<file path="src/rtl/i2c_target_regs_if.sv">
// Bus bundle between an I2C target register block and its surroundings:
// open-drain line levels and enables plus the exported register file.
interface i2c_target_regs_if #(
  parameter int NREGS = 4
);
  localparam int PW = $clog2(NREGS);

  logic                 i2c_sda_in;
  logic                 i2c_scl_in;
  logic                 i2c_sda_oe;
  logic                 i2c_scl_oe;
  logic [NREGS*8-1:0]   regs_out;
  logic                 wr_strobe;
  logic [PW-1:0]        wr_index;
  logic                 busy;

  modport slave (
    input  i2c_sda_in, i2c_scl_in,
    output i2c_sda_oe, i2c_scl_oe, regs_out, wr_strobe, wr_index, busy
  );

  modport master (
    output i2c_sda_in, i2c_scl_in,
    input  i2c_sda_oe, i2c_scl_oe, regs_out, wr_strobe, wr_index, busy
  );
endinterface

</file>
<file path="src/rtl/i2c_target_regs.sv">
// I2C target exposing NREGS 8-bit registers through a register-pointer protocol.
// Lines are synchronized and glitch-filtered; the target only moves SDA after SCL falls.
module i2c_target_regs #(
  parameter logic [6:0] DEV_ADDR   = 7'h42,
  parameter int         NREGS      = 4,
  parameter int         FILTER_LEN = 3
) (
  input  logic               clk_clk,
  input  logic               reset_reset,
  i2c_target_regs_if.slave   bus
);
  localparam int PW = $clog2(NREGS);
  localparam int FW = $clog2(FILTER_LEN + 1);

  typedef enum logic [3:0] {
    S_IDLE, S_ADDR, S_ADDR_ACK, S_PTR, S_PTR_ACK,
    S_WDATA, S_WDATA_ACK, S_RDATA, S_RDATA_ACK, S_IGNORE
  } state_t;

  // Bit 0 carries SDA, bit 1 carries SCL through identical input pipelines.
  logic [1:0] w_line_in;
  logic [1:0] w_filt;
  logic [1:0] w_prev;
  assign w_line_in = {bus.i2c_scl_in, bus.i2c_sda_in};

  genvar gi;
  generate
    for (gi = 0; gi < 2; gi++) begin : g_filt
      logic          r_meta;
      logic          r_sync;
      logic          r_filt;
      logic          r_prev;
      logic [FW-1:0] r_cnt;

      always_ff @(posedge clk_clk or posedge reset_reset) begin
        if (reset_reset) begin
          r_meta <= 1'b1;
          r_sync <= 1'b1;
          r_filt <= 1'b1;
          r_prev <= 1'b1;
          r_cnt  <= '0;
        end else begin
          r_meta <= w_line_in[gi];
          r_sync <= r_meta;
          r_prev <= r_filt;
          if (r_sync == r_filt) begin
            r_cnt <= '0;
          end else if (r_cnt == FW'(FILTER_LEN - 1)) begin
            r_filt <= r_sync;
            r_cnt  <= '0;
          end else begin
            r_cnt <= r_cnt + 1'b1;
          end
        end
      end

      assign w_filt[gi] = r_filt;
      assign w_prev[gi] = r_prev;
    end
  endgenerate

  logic w_sda;
  logic w_scl_rise;
  logic w_scl_fall;
  logic w_start;
  logic w_stop;
  assign w_sda      = w_filt[0];
  assign w_scl_rise =  w_filt[1] & ~w_prev[1];
  assign w_scl_fall = ~w_filt[1] &  w_prev[1];
  assign w_start    =  w_prev[0] & ~w_filt[0] & w_filt[1] & w_prev[1];
  assign w_stop     = ~w_prev[0] &  w_filt[0] & w_filt[1] & w_prev[1];

  state_t        r_state;
  logic [3:0]    r_bitcnt;
  logic [7:0]    r_shift;
  logic          r_rw;
  logic [PW-1:0] r_ptr;
  logic          r_sda_oe;
  logic          r_busy;
  logic          r_wr_strobe;
  logic [PW-1:0] r_wr_index;
  logic [7:0]    r_regs [NREGS];

  logic [7:0] w_byte;
  assign w_byte = {r_shift[6:0], w_sda};

  always_ff @(posedge clk_clk or posedge reset_reset) begin
    if (reset_reset) begin
      r_state     <= S_IDLE;
      r_bitcnt    <= '0;
      r_shift     <= '0;
      r_rw        <= 1'b0;
      r_ptr       <= '0;
      r_sda_oe    <= 1'b0;
      r_busy      <= 1'b0;
      r_wr_strobe <= 1'b0;
      r_wr_index  <= '0;
      for (int k = 0; k < NREGS; k++) r_regs[k] <= '0;
    end else begin
      r_wr_strobe <= 1'b0;
      if (w_stop) begin
        r_state  <= S_IDLE;
        r_sda_oe <= 1'b0;
        r_busy   <= 1'b0;
        r_bitcnt <= '0;
      end else if (w_start) begin
        r_state  <= S_ADDR;
        r_sda_oe <= 1'b0;
        r_bitcnt <= '0;
      end else begin
        case (r_state)
          S_ADDR: begin
            if (w_scl_rise) begin
              r_shift  <= w_byte;
              r_bitcnt <= r_bitcnt + 1'b1;
            end else if (w_scl_fall && r_bitcnt == 4'd8) begin
              if (r_shift[7:1] == DEV_ADDR) begin
                r_sda_oe <= 1'b1;
                r_busy   <= 1'b1;
                r_rw     <= r_shift[0];
                r_state  <= S_ADDR_ACK;
              end else begin
                r_state <= S_IGNORE;
              end
            end
          end
          S_ADDR_ACK: begin
            if (w_scl_fall) begin
              r_bitcnt <= '0;
              if (r_rw) begin
                r_shift  <= r_regs[r_ptr];
                r_sda_oe <= ~r_regs[r_ptr][7];
                r_ptr    <= r_ptr + 1'b1;
                r_state  <= S_RDATA;
              end else begin
                r_sda_oe <= 1'b0;
                r_state  <= S_PTR;
              end
            end
          end
          S_PTR: begin
            if (w_scl_rise) begin
              r_shift  <= w_byte;
              r_bitcnt <= r_bitcnt + 1'b1;
            end else if (w_scl_fall && r_bitcnt == 4'd8) begin
              r_ptr    <= r_shift[PW-1:0];
              r_sda_oe <= 1'b1;
              r_state  <= S_PTR_ACK;
            end
          end
          S_PTR_ACK, S_WDATA_ACK: begin
            if (w_scl_fall) begin
              r_sda_oe <= 1'b0;
              r_bitcnt <= '0;
              r_state  <= S_WDATA;
            end
          end
          S_WDATA: begin
            // Commit on the 8th rise so a START/STOP earlier in the byte leaves regs and ptr alone.
            if (w_scl_rise) begin
              r_shift  <= w_byte;
              r_bitcnt <= r_bitcnt + 1'b1;
              if (r_bitcnt == 4'd7) begin
                r_regs[r_ptr] <= w_byte;
                r_wr_strobe   <= 1'b1;
                r_wr_index    <= r_ptr;
                r_ptr         <= r_ptr + 1'b1;
              end
            end else if (w_scl_fall && r_bitcnt == 4'd8) begin
              r_sda_oe <= 1'b1;
              r_state  <= S_WDATA_ACK;
            end
          end
          S_RDATA: begin
            if (w_scl_fall) begin
              if (r_bitcnt == 4'd7) begin
                r_sda_oe <= 1'b0;
                r_state  <= S_RDATA_ACK;
              end else begin
                r_shift  <= {r_shift[6:0], 1'b0};
                r_sda_oe <= ~r_shift[6];
                r_bitcnt <= r_bitcnt + 1'b1;
              end
            end
          end
          S_RDATA_ACK: begin
            // A NACK leaves this state on the rise, so any fall seen here follows an ACK.
            if (w_scl_rise && w_sda) begin
              r_state <= S_IGNORE;
            end else if (w_scl_fall) begin
              r_shift  <= r_regs[r_ptr];
              r_sda_oe <= ~r_regs[r_ptr][7];
              r_ptr    <= r_ptr + 1'b1;
              r_bitcnt <= '0;
              r_state  <= S_RDATA;
            end
          end
          S_IDLE, S_IGNORE: ;
          default: r_state <= S_IDLE;
        endcase
      end
    end
  end

  logic [NREGS*8-1:0] w_regs_flat;
  generate
    for (gi = 0; gi < NREGS; gi++) begin : g_flat
      assign w_regs_flat[gi*8 +: 8] = r_regs[gi];
    end
  endgenerate

  assign bus.i2c_sda_oe = r_sda_oe;
  assign bus.i2c_scl_oe = 1'b0;
  assign bus.regs_out   = w_regs_flat;
  assign bus.wr_strobe  = r_wr_strobe;
  assign bus.wr_index   = r_wr_index;
  assign bus.busy       = r_busy;
endmodule

</file>
<file path="src/flat_wrapper.sv">
// flat-port wrapper written by rule: the top's interface ports become plain ports
module i2c_target_regs_flat 
#(
  parameter logic [6:0] DEV_ADDR   = 7'h42,
  parameter int         NREGS      = 4,
  parameter int         FILTER_LEN = 3
)
  (clk_clk, reset_reset, bus_i2c_sda_in, bus_i2c_scl_in, bus_i2c_sda_oe, bus_i2c_scl_oe, bus_regs_out, bus_wr_strobe, bus_wr_index, bus_busy);
  i2c_target_regs_if #(.NREGS(NREGS)) bus_i ();
  input  logic clk_clk;
  input  logic reset_reset;
  input wire logic [$bits(bus_i.i2c_sda_in)-1:0] bus_i2c_sda_in;
  input wire logic [$bits(bus_i.i2c_scl_in)-1:0] bus_i2c_scl_in;
  output wire logic [$bits(bus_i.i2c_sda_oe)-1:0] bus_i2c_sda_oe;
  output wire logic [$bits(bus_i.i2c_scl_oe)-1:0] bus_i2c_scl_oe;
  output wire logic [$bits(bus_i.regs_out)-1:0] bus_regs_out;
  output wire logic [$bits(bus_i.wr_strobe)-1:0] bus_wr_strobe;
  output wire logic [$bits(bus_i.wr_index)-1:0] bus_wr_index;
  output wire logic [$bits(bus_i.busy)-1:0] bus_busy;
  assign bus_i.i2c_sda_in = bus_i2c_sda_in;
  assign bus_i.i2c_scl_in = bus_i2c_scl_in;
  assign bus_i2c_sda_oe = bus_i.i2c_sda_oe;
  assign bus_i2c_scl_oe = bus_i.i2c_scl_oe;
  assign bus_regs_out = bus_i.regs_out;
  assign bus_wr_strobe = bus_i.wr_strobe;
  assign bus_wr_index = bus_i.wr_index;
  assign bus_busy = bus_i.busy;
  i2c_target_regs #(.DEV_ADDR(DEV_ADDR), .NREGS(NREGS), .FILTER_LEN(FILTER_LEN)) u_core (.clk_clk(clk_clk), .reset_reset(reset_reset), .bus(bus_i));
endmodule
</file>
<file path="config.mk">
export PLATFORM = sky130hd
export DESIGN_NAME = i2c_target_regs_flat
export DESIGN_NICKNAME = d
export VERILOG_FILES = /design/src/rtl/i2c_target_regs_if.sv /design/src/rtl/i2c_target_regs.sv /design/src/flat_wrapper.sv
export SDC_FILE = /design/constraint.sdc
export NUM_CORES = 1
export LEC_CHECK = 0
export CORE_UTILIZATION = 40
export CTS_CLUSTER_DIAMETER = 80
export CTS_CLUSTER_SIZE = 30
export DETAILED_ROUTE_END_ITERATION = 10
export PLACE_DENSITY = 0.57
export SLEW_MARGIN = 40
export SYNTH_ARGS = -nofsm -noshare
export SYNTH_HDL_FRONTEND = slang
export SYNTH_SLANG_ARGS = --single-unit
</file>
<file path="constraint.sdc">
create_clock -name clk_clk -period 2.56 [get_ports clk_clk]
set_input_delay 0.384 -clock clk_clk [delete_from_list [all_inputs] [get_ports clk_clk]]
set_output_delay 0.384 -clock clk_clk [all_outputs]
set_load 0.01 [all_outputs]
</file>
==> results.json, run 1 <==
{
  "status": "finished clean",
  "yosysTopAreaCellShare_pct": 41.6,
  "wl_per_cell_microns": 17.8,
  "hold_buffers": 0,
  "num_io_pins": 42,
  "worst_slew_pin_slew_ns": 0.589,
  "clockBufferDepth": 2,
  "ant_nets": 0,
  "cts_buffers": 9,
  "cts_tree": "done",
  "start_util_pct": 41.4,
  "numPortBuffers": 40,
  "diodes": 0,
  "route.detailed.drc": 0,
  "regArea_sq_um": 1710,
  "ys_top_cells_by_area": "dfrtp_1, mux2_2, dfstp_2, mux4_2, nand2_1",
  "yosysUniqueCellTypes": 62,
  "r2r_setup_slack_ns": 0.23,
  "async_flop_share_pct": 100,
  "place_congestion": 0.862,
  "leakage_nw": 1.95,
  "synth-main-ff-cell": "dfrtp_1",
  "dp_hpwl_microns": 6110,
  "ff2ff_path_depth": 5,
  "cts.clk_slew.worst_paths_ns": 0.08,
  "cts.sinks": 68,
  "synth-seq-area-share_pct": 47.4,
  "first_global_vias": 2737,
  "dr.pass1.iters": 4,
  "grt_overflow": 0,
  "core_area_sq_um": 8720,
  "grt_pass1_wl_microns": 14500,
  "dieHeight_microns": 97.0,
  "cp-start-kind": "flop",
  "hold_viol_final": 0,
  "synth_area_leader_cell": "dfrtp_1",
  "h-tree-depth": 3,
  "design_area_sq_um": 4410,
  "reg2reg_from": "u_core.r_state[3]",
  "synth_nets": 323,
  "cap_violations": 0,
  "final_common_cell": "dfrtp_1",
  "dr_total_vias": 2592,
  "antenna_found_initial": 0,
  "die-area_sq_um": 9410,
  "multi_input_area_sq_um": 1770,
  "fillers": 787,
  "clkLatencyLatePin_ns": 0.35,
  "setup_viol_count_final": 0,
  "crit_path_end_kind": "flop",
  "synthCells": 313,
  "fmax_ghz": 0.428,
  "ir_drop_uv": 394,
  "syn_avg_cell_area_sq_um": 11.5,
  "cp_max_fo": 15,
  "synth_area_sq_um": 3610,
  "period_needed_ns": 2.33,
  "wirelength_microns": 8460,
  "grt_usage_pct": 19.5,
  "final_cell_mix": "dfrtp_1, mux2_2, clkdlybuf4s50_1",
  "grt_max_degree": 25,
  "cp.arrival_ns": 2.56,
  "slew_violations": 0,
  "place_area_sq_um": 4180,
  "first_iter_violations": 126,
  "clock_skew_ns": 0.00880,
  "final_net_count": 373,
  "yosysWarnings": 0,
  "synth-edff-count": 0,
  "area_growth_pct": 22.2,
  "drive_gt1_share_pct": 27.2,
  "min-delay-path-class": "primary input to async pin",
  "hold-worst-slack_ns": 0.300,
  "critPathLaunch": "u_core.r_state[3]",
  "powerDensity_nw_per_um2": 966,
  "fin_crit_sh_pct": 91.2,
  "slew_headroom_pct": 60.4,
  "dieWidth_microns": 97.0,
  "worstPathRequired_ns": 2.79,
  "path_class": "flop to flop",
  "rows": 34,
  "fin_tns_setup_ns": 0,
  "root_buffer": "clkbuf_8",
  "vias_per_cell": 5.45,
  "rsz0062_at_grt": "false",
  "synth-seq-cells": 68
}
cell usage after synthesis (2+ instances only):
master / n
or4b_1: 2
nand2b_1: 9
clkbuf_1: 3
o21ai_0: 10
nand3_1: 5
buf_2: 6
nor2b_1: 3
dfrtp_1: 60
nor2_1: 11
and3b_1: 2
o21bai_1: 3
a31oi_1: 3
nand2_1: 32
o2bb2ai_1: 2
a211oi_1: 2
nor3_1: 10
inv_1: 14
a21oi_1: 14
nor3b_1: 5
mux4_2: 8
ha_1: 6
dfstp_2: 8
o211ai_1: 4
mux2i_1: 3
nor4_1: 3
mux2_2: 42
nand3b_1: 2
xnor2_1: 4
buf_1: 3
buf_6: 2
critical path: stages (launching register included):
cell	delay, ns
dfrtp_1	0.63
nand2b_1	0.28
a2111oi_2	0.08
nor3_2	0.34
nor3b_4	0.49
mux2_2	0.39
metal layers:
metal / vias up / global-route usage (%) / wire (microns)
met2: 57 / 30.8 / 3990
met4: 0 / 8.73 / 209
li1: 1238 / - / -
met3: 15 / 3.03 / 270
met5: - / 0 / 0
met1: 1282 / 26.4 / 3990
sequential cells by signal (all words and copies together), names as in the netlist, 4 cells and up:
name and cells:
u_core.r_shift 8, u_core.bus.regs_out 32, u_core.g_filt.r_cnt 4, u_core.r_state 4, u_core.r_bitcnt 4
logic make-up (layout without fill, tap and decap cells):
| logic type | count (synthesis) | count (layout) | synth area share [%] |
|---|---|---|---|
| fa+ha+maj | 6 | 6 | 2.08 |
| simple gates | 96 | 96 | 15.0 |
| mux | 54 | 54 | 19.2 |
| buf+inv | 29 | 84 | 3.74 |
| xor+xnor | 5 | 5 | 1.42 |
| flops | 68 | 68 | 47.4 |
| compound gates | 54 | 54 | 11.0 |
| other cells | 1 | 1 | 0.104 |
layout make-up:
type / count / share of cell area (%)
clock inverters: 5 / 1.93
multi-input cells: 216 / 40.1
flip-flops and latches: 68 / 38.8
repair buffers: 54 / 11.7
clock buffers: 11 / 3.20
well taps: 108 / 3.06
inverters: 14 / 1.19
stage by stage:
step | utilization [%] | power, W | std cells | worst slack, ns
2_1_floorplan | - | 0.00282 | 313 | 0.478
3_3_place_gp | 47.9 | 0.00324 | 460 | 0.269
3_5_place_dp | 47.9 | 0.00324 | 460 | 0.252
4_1_cts | 50.5 | 0.00428 | 476 | 0.236
5_1_grt | 50.6 | 0.00456 | 476 | 0.0950
6_report | 50.6 | 0.00426 | 476 | 0.226
where the power goes:
part / switching (W) / leakage, nW / total (W) / internal (W)
clock network: 0.000436 / 0.110 / 0.00102 / 0.000579
registers: 0.000300 / 0.904 / 0.00154 / 0.00124
logic: 0.000929 / 0.934 / 0.00171 / 0.000779
path summary, 6_finish.rpt:
path                                            to
max                              u_core.r_shift[1]
min                        u_core.bus.regs_out[25]
max reg2reg                      u_core.r_shift[1]
min reg2reg                u_core.g_filt[0].r_sync
max in group asynchronous       u_core.r_bitcnt[0]
min in group clk_clk       u_core.g_filt[0].r_sync
what timing repair did:
action	CTS	global route
setup endpoints to repair	0	1
buffers inserted	0	0
gates resized for setup	0	1
Power figures use the tool's default switching activity.
==> run 2, diff against run 1 <==
--- a/config.mk
+++ b/config.mk
@@ -5,6 +5,7 @@
 export SDC_FILE = /design/constraint.sdc
 export NUM_CORES = 1
 export LEC_CHECK = 0
+export ABC_AREA = 1
 export CORE_UTILIZATION = 40
 export CTS_CLUSTER_DIAMETER = 80
 export CTS_CLUSTER_SIZE = 30
==> results.json, run 2 <==
{
  "cts_tree": "done",
  "crit_chain": "inv_2, nand2_1, nor2_1, nor2_2, buf_4, nand2_1, nor3b_1, nand3_1, nand2_1",
  "synthCells": 479,
  "grt_usage_pct": 21.6,
  "hold-worst-slack_ns": 0.361,
  "slew_violations": 0,
  "synth_most_common_cell": "nand2_1",
  "path_depth": 9,
  "num_io_pins": 42,
  "area_growth_pct": 19.9,
  "path_class": "flop to flop",
  "first_global_vias": 3212,
  "period_needed_ns": 1.90,
  "yosysUniqueCellTypes": 39,
  "core_area_sq_um": 9200,
  "hold_viol_final": 0,
  "dieHeight_microns": 99.4,
  "dieWidth_microns": 99.4,
  "synth_area_leader_cell": "dfrtp_1",
  "first_iter_violations": 179,
  "clockBufferDepth": 2,
  "path_buf_inv": 2,
  "numPortBuffers": 40,
  "hold_buffers": 0,
  "dr.pass1.iters": 4,
  "diodes": 0,
  "fin_crit_sh_pct": 74.3,
  "min-delay-path-class": "flop to flop",
  "min_from": "u_core.g_filt[1].r_meta",
  "slowest_stage": "dfstp_2",
  "synth-edff-count": 0,
  "syn_avg_cell_area_sq_um": 7.92,
  "cts.sinks": 68,
  "vias_per_cell": 5.06,
  "largest_reg_flops": 32,
  "synth_nets": 489,
  "grt_overflow": 0,
  "slew_headroom_pct": 58.9,
  "clkLatencyLatePin_ns": 0.35,
  "final_net_count": 535,
  "dr_total_vias": 3245,
  "yosysTopAreaCellShare_pct": 39.6,
  "grt_pass1_wl_microns": 16500,
  "rows": 35,
  "synth_common_cells": "nand2_1, dfrtp_1, nor2_1",
  "cp_max_fo": 10,
  "ir_drop_uv": 591,
  "setup_viol_count_final": 0,
  "status": "finished clean",
  "root_buffer": "clkbuf_8",
  "async_flop_share_pct": 100,
  "h-tree-depth": 3,
  "post_cts_buffers": 0,
  "multi_input_area_sq_um": 1830,
  "wirelength_microns": 9860,
  "final_common_cell": "nand2_1",
  "die-area_sq_um": 9880,
  "final_cell_mix": "nand2_1, dfrtp_1, nor2_1",
  "cap_violations": 0,
  "synth-seq-cells": 68,
  "crit_path_end_kind": "flop",
  "ff2ff_path_depth": 9,
  "wl_per_cell_microns": 15.4,
  "synth_area_sq_um": 3790,
  "fin_tns_setup_ns": 0,
  "ys_top_cells_by_area": "dfrtp_1, nand2_1, dfstp_2, nand3_1, nor2_1",
  "place_congestion": 0.892,
  "antenna_found_initial": 0,
  "fillers": 914,
  "path_delay_family": "simple AND/OR/NAND/NOR gates",
  "cp-start-kind": "flop",
  "worst_slew_pin_slew_ns": 0.616,
  "regArea_sq_um": 1710,
  "cp_common_cell": "nand2_1",
  "grt_max_degree": 30,
  "powerDensity_nw_per_um2": 1010,
  "leakage_nw": 2.15,
  "clock_skew_ns": 0.0138,
  "drive_gt1_share_pct": 17.0,
  "crit_path_max_incr_delay_ns": 0.59,
  "reg2reg_from": "u_core.g_filt[0].r_filt",
  "rsz0062_at_grt": "false",
  "synth-seq-area-share_pct": 45.1,
  "fmax_ghz": 0.525,
  "ant_nets": 0,
  "route.detailed.drc": 0,
  "cts.clk_slew.worst_paths_ns": 0.08,
  "start_util_pct": 41.3,
  "cp.arrival_ns": 2.19,
  "critPathLaunch": "u_core.g_filt[0].r_filt",
  "dp_hpwl_microns": 7390,
  "postLayoutCoreUtil_pct": 49.5,
  "yosysWarnings": 0,
  "post_cts_resized": 0,
  "cts_buffers": 9,
  "hold_path_depth": 0,
  "worstPathRequired_ns": 2.85,
  "synth-main-ff-cell": "dfrtp_1"
}
-- run 2: changes by cell type after synthesis, moves of 8 or more --
cell / before / now
a21oi_1: 14 / 3
inv_1: 14 / 28
mux2_2: 42 / 0
mux4_2: 8 / 0
nand2_1: 32 / 157
nand2_2: 0 / 13
nand2b_1: 9 / 0
nand3_1: 5 / 39
nor2_1: 11 / 46
o21ai_1: 0 / 23
o21ai_2: 0 / 18
-- run 2: per-stage QoR --
stage	instances	worst slack [ns]	power [W]	instance area, sq um
finish	641	0.657	0.00460	4550
global route	641	0.461	0.00496	4550
CTS	641	0.648	0.00462	4550
detailed placement	625	0.666	0.00345	4290
global placement	625	0.703	0.00343	4290
floorplan	479	0.478	0.00304	3790
-- run 2: path summary, 6_finish.rpt --
check / end / slack, ns
worst max-delay path: u_core.r_bitcnt[2] / 0.66
worst min-delay path: u_core.g_filt[1].r_sync / 0.36
worst max register to register: u_core.r_bitcnt[2] / 0.66
worst min register to register: u_core.g_filt[1].r_sync / 0.36
max in group asynchronous: u_core.bus.regs_out[8] / 1.50
min in group asynchronous: u_core.bus.regs_out[25] / 0.44
-- run 2: layout make-up --
class                      instances  area share (%)
clock buffer                      11            3.33
clock inverter                     5            2.34
inverter                          37            3.16
multi-input combinational        362            40.3
sequential                        68            37.6
tap                              111            3.05
timing repair buffer              47            10.2
-- run 2: logic make-up after synthesis --
| logic type | share of synthesized area [%] |
|---|---|
| buffers and inverters | 6.60 |
| other | 0.0988 |
| XOR/XNOR | 0.693 |
| adder cells (fa/ha/maj) | 1.98 |
| AND/OR/NAND/NOR | 33.5 |
| flip-flops | 45.1 |
| AO/OA/AOI/OAI | 12.0 |
-- run 2: worst register-to-register path: stages, from the launching register on --
cell and delay (ns):
dfstp_2 0.59, inv_2 0.11, nand2_1 0.07, nor2_1 0.06, nor2_2 0.25, buf_4 0.22, nand2_1 0.13, nor3b_1 0.24
nand3_1 0.11, nand2_1 0.07
-- run 2: report_power, final --
| part | total, W | internal (W) | switching [W] |
|---|---|---|---|
| Clock | 0.00116 | 0.000705 | 0.000456 |
| Sequential | 0.00142 | 0.00126 | 0.000161 |
| Combinational | 0.00202 | 0.000616 | 0.00140 |
| Total | 0.00460 | 0.00258 | 0.00202 |
-- run 2: layer usage --
layer  vias to the layer above  GRT usage [%]  part of all wire, %
met4                         0           8.37                  1.4
met1                      1539           30.5                   50
met5                         -              0                    0
met2                        56           33.4                   45
li1                       1638              -                    -
met3                        12           3.09                  3.5
==> run 3, diff against run 2 <==
==> constraint.sdc (replaced) <==
create_clock -name clk_clk -period 1.9 [get_ports clk_clk]
set_input_delay 0.285 -clock clk_clk [delete_from_list [all_inputs] [get_ports clk_clk]]
set_output_delay 0.285 -clock clk_clk [all_outputs]
set_load 0.01 [all_outputs]
==> results.json, run 3 (synthesized netlist as in run 2, its figures left out) <==
{
  "area_growth_pct": 22.3,
  "route.detailed.drc": 0,
  "ant_nets": 0,
  "numPortBuffers": 40,
  "cp.arrival_ns": 1.98,
  "root_buffer": "clkbuf_8",
  "clockBufferDepth": 2,
  "fmax_ghz": 0.570,
  "vias_per_cell": 5.01,
  "die-area_sq_um": 9880,
  "seqPwrFrac_pct": 31.0,
  "drive_gt1_share_pct": 19.7,
  "slowest_stage": "dfrtp_1",
  "dieWidth_microns": 99.4,
  "place_ws_ns": 0.0800,
  "h-tree-depth": 3,
  "hold_buffers": 0,
  "period_needed_ns": 1.75,
  "crit_path_end_kind": "flop",
  "hold-worst-slack_ns": 0.341,
  "routed-wl-met2_microns": 4270,
  "design_area_sq_um": 4640,
  "leakage_nw": 2.19,
  "diodes": 0,
  "place_congestion": 0.882,
  "rows": 35,
  "comb_power_share_pct": 47.1,
  "cap_violations": 0,
  "setup_slack_ns": 0.146,
  "num_io_pins": 42,
  "first_iter_violations": 208,
  "final_cell_mix": "nand2_1, dfrtp_1, nor2_1",
  "setup_viol_count_final": 0,
  "clock_skew_ns": 0.0107,
  "worstPathRequired_ns": 2.13,
  "rsz0062_at_grt": "true",
  "dp_hpwl_microns": 7100,
  "antenna_found_initial": 0,
  "status": "finished clean",
  "fin_crit_sh_pct": 92.3,
  "slew_violations": 0,
  "grt_pass1_wl_microns": 16000,
  "highest_layer": "met4",
  "final_common_cell": "nand2_1",
  "grt_max_degree": 69,
  "swShare_pct": 44.5,
  "cts_tree": "done",
  "pwr-share-clk_pct": 21.9,
  "wl_per_cell_microns": 14.6,
  "ir_drop_uv": 882,
  "cts_buffers": 9,
  "grt_usage_pct": 20.9,
  "wirelength_microns": 9520,
  "min-delay-path-class": "primary input to flop",
  "dieHeight_microns": 99.4,
  "path_class": "flop to flop",
  "cts.sinks": 68,
  "largest_reg_flops": 32,
  "place_area_sq_um": 4380,
  "cp_max_fo": 15,
  "drt-met1-wl_microns": 4680,
  "crit_path_max_incr_delay_ns": 0.50,
  "r2r_setup_slack_ns": 0.15,
  "cp_common_cell": "inv_2",
  "power.switching_w": 0.00275,
  "powerDensity_nw_per_um2": 1330,
  "wl_met3_microns": 465,
  "clkLatencyLatePin_ns": 0.35,
  "dr_total_vias": 3275,
  "p_total_w": 0.00617,
  "start_util_pct": 41.3,
  "cts.clk_slew.worst_paths_ns": 0.08,
  "first_global_vias": 3074,
  "crit_chain": "inv_2, nor2_1, inv_2, buf_4, a31oi_1, o21ai_2",
  "final_net_count": 548,
  "dr.pass1.iters": 4,
  "core_area_sq_um": 9200,
  "grt_overflow": 0,
  "hold_viol_final": 0,
  "p_int_w": 0.00343,
  "cp-start-kind": "flop"
}
## run 3: cell types whose count changed in the layout (fill, tap and decap cells not counted), moves of 2 or more
cell,delta
nor2_1,-3
clkinv_4,+2
nor2_2,+2
clkbuf_8,-2
buf_4,+13
## run 3: power groups by stage
stage / clock (W) / sequential, W / combinational [W]
finish: 0.00135 / 0.00191 / 0.00291
global route: 0.00145 / 0.00195 / 0.00329
CTS: 0.00139 / 0.00192 / 0.00285
detailed placement: 0 / 0.00194 / 0.00284
global placement: 0 / 0.00193 / 0.00285
floorplan: 0 / 0.00191 / 0.00219
## run 3: critical path: cells and delay by family (launching register included)
family | cells | cell delay (ns)
flops | 1 | 0.50
compound gates | 2 | 0.37
simple gates | 1 | 0.36
buf+inv | 3 | 0.40
## run 3: final cells by class
type | count | area [sq um]
clock buffers | 9 | 124
clock inverters | 7 | 98.8
fillers | 913 | 4560
inverters | 37 | 148
multi-input cells | 362 | 1860
flip-flops and latches | 68 | 1710
well taps | 111 | 139
repair buffers | 60 | 563
## run 3: path summary, 6_finish.rpt
path,endpoint,depth (start not counted),start
min in group asynchronous,u_core.bus.regs_out[24],3,reset_reset
max in group asynchronous,u_core.g_filt[1].r_meta,3,reset_reset
max,u_core.r_shift[3],6,u_core.r_state[0]
min,u_core.g_filt[0].r_meta,1,bus_i2c_sda_in
max reg2reg,u_core.r_shift[3],6,u_core.r_state[0]
min reg2reg,u_core.g_filt[1].r_sync,0,u_core.g_filt[1].r_meta
## run 3: per-stage QoR
step	util (%)	setup TNS, ns	cells
after CTS	50.0	0	652
after global placement	47.6	0	636
final	50.4	0	654
after detailed placement	47.6	0	636
after floorplan	-	0	479
after global routing	50.4	-0.0558	654
## run 3: repair_timing
item	4_1_cts	5_1_grt
endpoints found under the setup margin	0	48
buffers inserted	0	2
gates resized for setup	0	7
## run 3: metal layers
metal	global-route usage (%)	vias up
li1	-	1677
met1	30.7	1518
met2	30.9	72
met3	4.64	8
met4	5.88	0
met5	0	-
